==> config.mk <==
export PLATFORM = sky130hd
export DESIGN_NAME = add_sub_serial_p
export DESIGN_NICKNAME = d
export VERILOG_FILES = /design/src/rtl/add_sub_serial_p.sv
export SDC_FILE = /design/constraint.sdc
export NUM_CORES = 1
export LEC_CHECK = 0
export ABC_AREA = 1
export CORE_UTILIZATION = 50
export DETAILED_ROUTE_END_ITERATION = 16
export GPL_TIMING_DRIVEN = 0
export PLACE_DENSITY = 0.76
export SETUP_SLACK_MARGIN = 0.02
export SLEW_MARGIN = 40
export SYNTH_ARGS = -nofsm -noshare
export SYNTH_HDL_FRONTEND = slang
export SYNTH_SLANG_ARGS = --single-unit
==> constraint.sdc <==
create_clock -name clk -period 1.96 [get_ports clk]
set_input_delay 0.196 -clock clk [delete_from_list [all_inputs] [get_ports clk]]
set_output_delay 0.196 -clock clk [all_outputs]
set_load 0.02 [all_outputs]
==> src/rtl/add_sub_serial_p.sv <==
// Digit-serial adder/subtractor: latches two WIDTH-bit operands on start and
// resolves DIGIT bits per cycle, LSD first, through one adder slice plus carry.
module add_sub_serial_p #(
    parameter int unsigned WIDTH = 8,
    parameter int unsigned DIGIT = 1
) (
    input  logic             clk,
    input  logic             rst,
    input  logic             en,
    input  logic             sub,
    input  logic [WIDTH-1:0] a,
    input  logic [WIDTH-1:0] b,
    output logic [WIDTH-1:0] out,
    output logic             cout,
    output logic             ovf,
    output logic             busy,
    output logic             done
);

    localparam int unsigned N  = WIDTH / DIGIT;
    localparam int unsigned CW = $clog2(N) + 1;
    localparam int unsigned SW = DIGIT + 1;
    localparam logic [CW-1:0] LAST = CW'(N - 1);

    typedef enum logic [1:0] {
        S_IDLE = 2'd0,
        S_ADD  = 2'd1,
        S_DONE = 2'd2
    } state_t;

    state_t state, state_next;

    logic [WIDTH-1:0] a_q, b_q, a_d, b_d, out_d;
    logic             carry_q, carry_d;
    logic             cout_d, ovf_d, busy_d, done_d;
    logic [CW-1:0]    cnt_q, cnt_d;
    logic             start, last;
    logic [DIGIT:0]   slice;
    logic [DIGIT-1:0] s;
    logic             c, c_msb;

    assign start = en && ((state == S_IDLE) || (state == S_DONE));
    assign last  = (cnt_q == LAST);

    // One DIGIT-bit slice; the carry into its top bit recovers the carry into bit WIDTH-1.
    assign slice = {1'b0, a_q[DIGIT-1:0]} + {1'b0, b_q[DIGIT-1:0]} + SW'(carry_q);
    assign s     = slice[DIGIT-1:0];
    assign c     = slice[DIGIT];
    assign c_msb = s[DIGIT-1] ^ a_q[DIGIT-1] ^ b_q[DIGIT-1];

    // State register
    always_ff @(posedge clk) begin
        if (rst) begin
            state <= S_IDLE;
        end else begin
            state <= state_next;
        end
    end

    // Next-state logic
    always_comb begin
        state_next = state;
        case (state)
            S_IDLE:  if (en) state_next = S_ADD;
            S_ADD:   if (last) state_next = S_DONE;
            S_DONE:  state_next = en ? S_ADD : S_IDLE;
            default: state_next = S_IDLE;
        endcase
    end

    // Datapath and flag next values
    always_comb begin
        a_d     = a_q;
        b_d     = b_q;
        carry_d = carry_q;
        cnt_d   = cnt_q;
        out_d   = out;
        cout_d  = cout;
        ovf_d   = ovf;
        busy_d  = (state_next == S_ADD);
        done_d  = (state_next == S_DONE);

        if (start) begin
            a_d     = a;
            b_d     = sub ? ~b : b;
            carry_d = sub;
            cnt_d   = '0;
            out_d   = '0;
        end else if (state == S_ADD) begin
            out_d   = WIDTH'({s, out} >> DIGIT);
            a_d     = a_q >> DIGIT;
            b_d     = b_q >> DIGIT;
            carry_d = c;
            cnt_d   = cnt_q + CW'(1);
            if (last) begin
                cout_d = c;
                ovf_d  = c_msb ^ c;
            end
        end
    end

    // Datapath registers; reset abandons any operation in flight
    always_ff @(posedge clk) begin
        if (rst) begin
            a_q     <= '0;
            b_q     <= '0;
            carry_q <= 1'b0;
            cnt_q   <= '0;
            out     <= '0;
            cout    <= 1'b0;
            ovf     <= 1'b0;
            busy    <= 1'b0;
            done    <= 1'b0;
        end else begin
            a_q     <= a_d;
            b_q     <= b_d;
            carry_q <= carry_d;
            cnt_q   <= cnt_d;
            out     <= out_d;
            cout    <= cout_d;
            ovf     <= ovf_d;
            busy    <= busy_d;
            done    <= done_d;
        end
    end

endmodule

==> flow_summary.json, run 1 <==
{
  "status": "finished clean",
  "worstPathArrival_ns": 1.32,
  "cp_slowest_stage_delay_ns": 0.61,
  "cp_max_fo": 3,
  "clock.fmax_mhz": 658,
  "layout.cells.non_filler": 308,
  "yosysSeqAreaShare": 0.438,
  "grt_pass1_vias": 1233,
  "critical_path_class": "reg2out",
  "cts.repair.resized": 0,
  "finalCriticalPeriod_ns": 1.52,
  "synth_top_area_frac": 0.438,
  "finalCritPeriodShare": 0.775,
  "antenna_found_initial": 0,
  "n_antenna_cell": 0,
  "nNetsFinal": 285,
  "hold_start": "sub",
  "hold_violations": 0,
  "setup_ws_ns": 0.441,
  "first_iter_violations": 52,
  "yosysWarningCount": 0,
  "holdPathEnd": "carry_q",
  "vias_per_cell": 4.69,
  "grt_start_max_net_pins": 11,
  "grt.total_usage": 0.206,
  "clk_pin_slew_worst_paths_ns": 0.10,
  "syn_inst": 226,
  "cp-start-kind": "register",
  "rows": 20,
  "wl_per_cell_um": 10.1,
  "worstPathCellList": "clkdlybuf4s50_1",
  "dp_slack_ns": 0.215,
  "gp_congestion": 0.776,
  "grt.overflow.total": 0,
  "cp.required_ns": 1.76,
  "dp_cells": 300,
  "cts_buffers": 5,
  "initial_core_util": 0.525,
  "die_h_um": 58.6,
  "ys_types": 23,
  "r2r_setup_slack_ns": 0.45,
  "area_growth_pct": 26.5,
  "r2r-start": "a_q[0]",
  "synth.area.top_cells": "dfxtp_1, nand2_1, a21oi_1",
  "h-tree-depth": 2,
  "insertion_delay_ns": 0.33,
  "syn_area_per_cell_um2": 7.09,
  "crit_buf_inv": 1,
  "hp-class": "in2reg",
  "end_kind": "output port",
  "finalSetupViolCount": 0,
  "fin_setup_tns_ns": 0,
  "ys_ff_latch": 35,
  "netlist_top_cells_count": "nand2_1, dfxtp_1, a21oi_1",
  "path_delay_family": "buffers and inverters",
  "drt_wl_total_mm": 3.11,
  "hpwl_mm": 2.30,
  "numClockSinks": 35,
  "finalMaxSlewViolations": 0,
  "synth_nets": 248,
  "p_leak_nw": 0.858,
  "maxCapViolations": 0,
  "rsz0062_at_grt": "false",
  "crit_slowest_cell": "clkdlybuf4s50_1",
  "coreArea_mm2": 0.00305,
  "first_pass_iters": 4,
  "ctsRootBufferMaster": "clkbuf_4",
  "worstHoldPathCells": 3,
  "grt_pass1_wl_mm": 5.30,
  "power.total_mw": 1.49,
  "syn-cell-area_mm2": 0.00160,
  "dpl-instance-area_mm2": 0.00196,
  "fin_worst_skew_ns": 0.00426,
  "synthMostInstantiatedCell": "nand2_1",
  "worst_ir_drop_vdd_mv": 0.558,
  "power.density_mw_per_mm2": 736,
  "vias": 1444,
  "dieWidth_um": 58.6,
  "post_cts.repair.setup_buffers": 0,
  "synth_edf_count": 0,
  "synthFlopType": "dfxtp_1",
  "clock_path_buffers": 2,
  "ff2ff_path_depth": 8,
  "port_buffers": 30,
  "fp.dieArea_mm2": 0.00343,
  "yosys.area.top_type": "dfxtp_1",
  "r2r-end": "ovf",
  "worst_pin_slew_ns": 0.494,
  "ios": 32,
  "async_flop_share": 0,
  "ant_nets": 0,
  "ctsHoldBuffers": 0,
  "drive_gt1_frac": 0.0909,
  "postLayoutCellArea_mm2": 0.00203,
  "cts_tree": "built",
  "max_slew_margin": 0.670,
  "drcViolationCount": 0
}
[stage by stage]
stage,hold slack (ns),utilization
6_report,0.227,0.664
3_3_place_gp,0.452,0.641
2_1_floorplan,0.265,-
4_1_cts,0.224,0.664
5_1_grt,0.268,0.664
3_5_place_dp,0.454,0.641
[area by class of cell]
cell class              instances  area [um^2]
plain buffers                  10         68.8
clock buffers                   8         68.8
fillers                       300         1030
inverters                      20         75.1
multi-input cells             161          757
flip-flops and latches         35          701
well taps                      44         55.1
repair buffers                 30          300
[how the worst max path moves through the flow]
stage	start	endpoint	slack [ns]	cells after the start
after detailed placement	rst	cnt_q[1]	0.22	5
final	out[5]	out[5]	0.44	1
after global routing	a_q[0]	ovf	0.32	8
after global placement	rst	cnt_q[2]	0.24	5
after floorplan	a_q[0]	ovf	0.57	8
after CTS	out[5]	out[5]	0.42	1
[kinds of logic after synthesis]
group	after synthesis	synth area share
XOR/XNOR	9	0.0492
AND/OR/NAND/NOR	114	0.283
buffers and inverters	30	0.0898
flip-flops	35	0.437
AO/OA/AOI/OAI	36	0.120
adder cells (fa/ha/maj)	2	0.0203
[layout by cell type, fill, tap and decap left out, drive strengths merged, types with 2 or more instances in the layout]
cell,count
o21ai,10
xnor2,8
nor2,18
clkdlybuf4s50,30
a211oi,3
o21a,2
nor3,4
inv,19
clkbuf,9
buf,9
nand2,85
a21oi,21
nand3,5
dfxtp,35
[routing by layer]
layer,up-vias,share of wire,wire [um],global-route usage
li1,778,-,-,-
met5,-,0,0,0
met1,628,0.51,1590,0.279
met3,2,0.058,179,0.0659
met2,36,0.43,1330,0.317
met4,0,0.0042,13,0.0612
[where the power goes]
group | internal (mW) | switching, mW
Sequential | 0.750 | 0.0215
Combinational | 0.128 | 0.150
Clock | 0.211 | 0.231
[sequential cells by signal, indices dropped and copies added (netlist names)]
register,flops
state,2
busy,1
out,8
a_q,8
cout,1
cnt_q,4
carry_q,1
ovf,1
b_q,8
done,1
Note: power is estimated with default switching activity, not from simulation.
==> inputs of run 2 (changes only) <==
--- a/config.mk
+++ b/config.mk
@@ -6,10 +6,10 @@
 export NUM_CORES = 1
 export LEC_CHECK = 0
 export ABC_AREA = 1
-export CORE_UTILIZATION = 50
+export CORE_UTILIZATION = 45
 export DETAILED_ROUTE_END_ITERATION = 16
 export GPL_TIMING_DRIVEN = 0
-export PLACE_DENSITY = 0.76
+export PLACE_DENSITY = 0.72
 export SETUP_SLACK_MARGIN = 0.02
 export SLEW_MARGIN = 40
 export SYNTH_ARGS = -nofsm -noshare
==> constraint.sdc (replaced) <==
create_clock -name clk -period 1.3 [get_ports clk]
set_input_delay 0.13 -clock clk [delete_from_list [all_inputs] [get_ports clk]]
set_output_delay 0.13 -clock clk [all_outputs]
set_load 0.02 [all_outputs]
==> run 2 against run 1 <==
  * Largest cell class unchanged
  * Largest power group unchanged
  * Die area grew 11%
  * Sequential power grew 52%
  * Core utilization shrank 4.3 points
  * Critical path depth grew 7
  * Wire length grew 3.2%
  * Global-route usage shrank 1.6 points
  * First-iteration DRC count grew 23%
  * The flow now finishes with violations (negative setup slack)
  * Non-clock buffer count grew 5
  * Sequential cell count is the same
==> flow_summary.json, run 2 (same netlist as run 1, synthesis figures left out) <==
{
  "first_iter_violations": 64,
  "worst_pin_slew_ns": 0.462,
  "critical_path_class": "reg2reg",
  "die_h_um": 61.7,
  "setup_ws_ns": -0.137,
  "fp.dieArea_mm2": 0.00380,
  "fillers": 368,
  "hpwl_mm": 2.31,
  "grt.overflow.total": 0,
  "final_common_cell": "nand2_1",
  "n_antenna_cell": 0,
  "holdWs_ns": 0.158,
  "clk_pin_slew_worst_paths_ns": 0.10,
  "seq_area_um2": 707,
  "antenna_found_initial": 0,
  "rsz0062_at_grt": "true",
  "finalSetupViolCount": 1,
  "largestRegisters": "a_q: 8 flops, b_q: 8 flops, out: 8 flops",
  "finalMaxSlewViolations": 0,
  "area_growth_pct": 30.2,
  "dieWidth_um": 61.7,
  "clock.fmax_mhz": 696,
  "nNetsFinal": 290,
  "p_leak_nw": 0.934,
  "cp_max_fo": 4,
  "vias_per_cell": 4.62,
  "rows": 21,
  "coreArea_mm2": 0.00336,
  "violations": "negative setup slack",
  "drt_wl_total_mm": 3.21,
  "first_pass_iters": 4,
  "power.total_mw": 2.20,
  "power.density_mw_per_mm2": 1060,
  "hp-class": "in2reg",
  "initial_core_util": 0.476,
  "ios": 32,
  "worst_ir_drop_vdd_mv": 0.760,
  "fin_setup_tns_ns": -0.137,
  "hold_violations": 0,
  "end_kind": "register",
  "grt_pass1_wl_mm": 5.20,
  "h-tree-depth": 2,
  "multi_input_area_um2": 790,
  "status": "finished with violations",
  "worstPathArrival_ns": 1.73,
  "grt_start_max_net_pins": 11,
  "max_slew_margin": 0.692,
  "cp.required_ns": 1.59,
  "dp_slack_ns": -0.344,
  "ant_nets": 0,
  "port_buffers": 30,
  "grt.total_usage": 0.191,
  "finalCriticalPeriod_ns": 1.44,
  "drive_gt1_frac": 0.164,
  "cts_buffers": 5,
  "cp-start-kind": "register",
  "gp_congestion": 0.752,
  "clock_path_buffers": 2,
  "numClockSinks": 35,
  "fin_worst_skew_ns": 0.00899,
  "drcViolationCount": 0,
  "wl_per_cell_um": 10.2,
  "insertion_delay_ns": 0.35,
  "finalCritPeriodShare": 1.11,
  "vias": 1456,
  "maxCapViolations": 0,
  "grt_pass1_vias": 1174,
  "layout_common_cells": "nand2_1, dfxtp_1, a21oi_1",
  "cts_tree": "built",
  "ctsRootBufferMaster": "clkbuf_4"
}
run 2: path summary, 6_finish.rpt:
| kind | startpoint | endpoint | slack, ns | cells after the start |
|---|---|---|---|---|
| max | b_q[0] | ovf | -0.14 | 8 |
| min | sub | carry_q | 0.16 | 3 |
| max reg2reg | b_q[0] | ovf | -0.14 | 8 |
| min reg2reg | b_q[7] | b_q[7] | 0.46 | 2 |
run 2: metrics by stage:
step                       util  std cells  instance area, um^2
after global placement    0.583        302                 1960
after global routing      0.620        315                 2090
final                     0.620        315                 2090
after floorplan               -        226                 1600
after CTS                 0.600        312                 2020
after detailed placement  0.583        302                 1960
run 2: final cells by class:
class | count | share of cell area
repair buffers | 35 | 0.155
clock buffers | 7 | 0.0216
multi-input cells | 161 | 0.379
inverters | 20 | 0.0390
well taps | 46 | 0.0276
flip-flops and latches | 35 | 0.339
clock inverters | 1 | 0.00240
plain buffers | 10 | 0.0372
run 2: worst max-delay path, cell delays in order, from the launching register on:
cell	delay, ns
dfxtp_2	0.36
inv_2	0.04
fa_2	0.61
inv_2	0.04
nand2_2	0.05
nand2_1	0.05
nand2_1	0.05
nand2_1	0.05
a21oi_1	0.12
run 2: timing repair:
| item | CTS | global route |
|---|---|---|
| setup endpoints to repair | 14 | 27 |
| gates cloned | 0 | 0 |
| resized for setup | 17 | 17 |
| pin swaps | 1 | 4 |
| setup buffers | 2 | 3 |
| hold buffers | 0 | 0 |
run 2: routing by layer:
| metal | global-route usage | part of all wire | wire (um) |
|---|---|---|---|
| met1 | 0.270 | 0.51 | 1650 |
| met2 | 0.266 | 0.43 | 1380 |
| met3 | 0.0441 | 0.043 | 139 |
| met4 | 0.105 | 0.015 | 48 |
| met5 | 0 | 0 | 0 |
run 2: report_power, final:
group / internal [mW] / leakage (nW) / switching, mW
Clock: 0.210 / 0.0293 / 0.358
Sequential: 1.13 / 0.288 / 0.0317
Combinational: 0.221 / 0.617 / 0.246
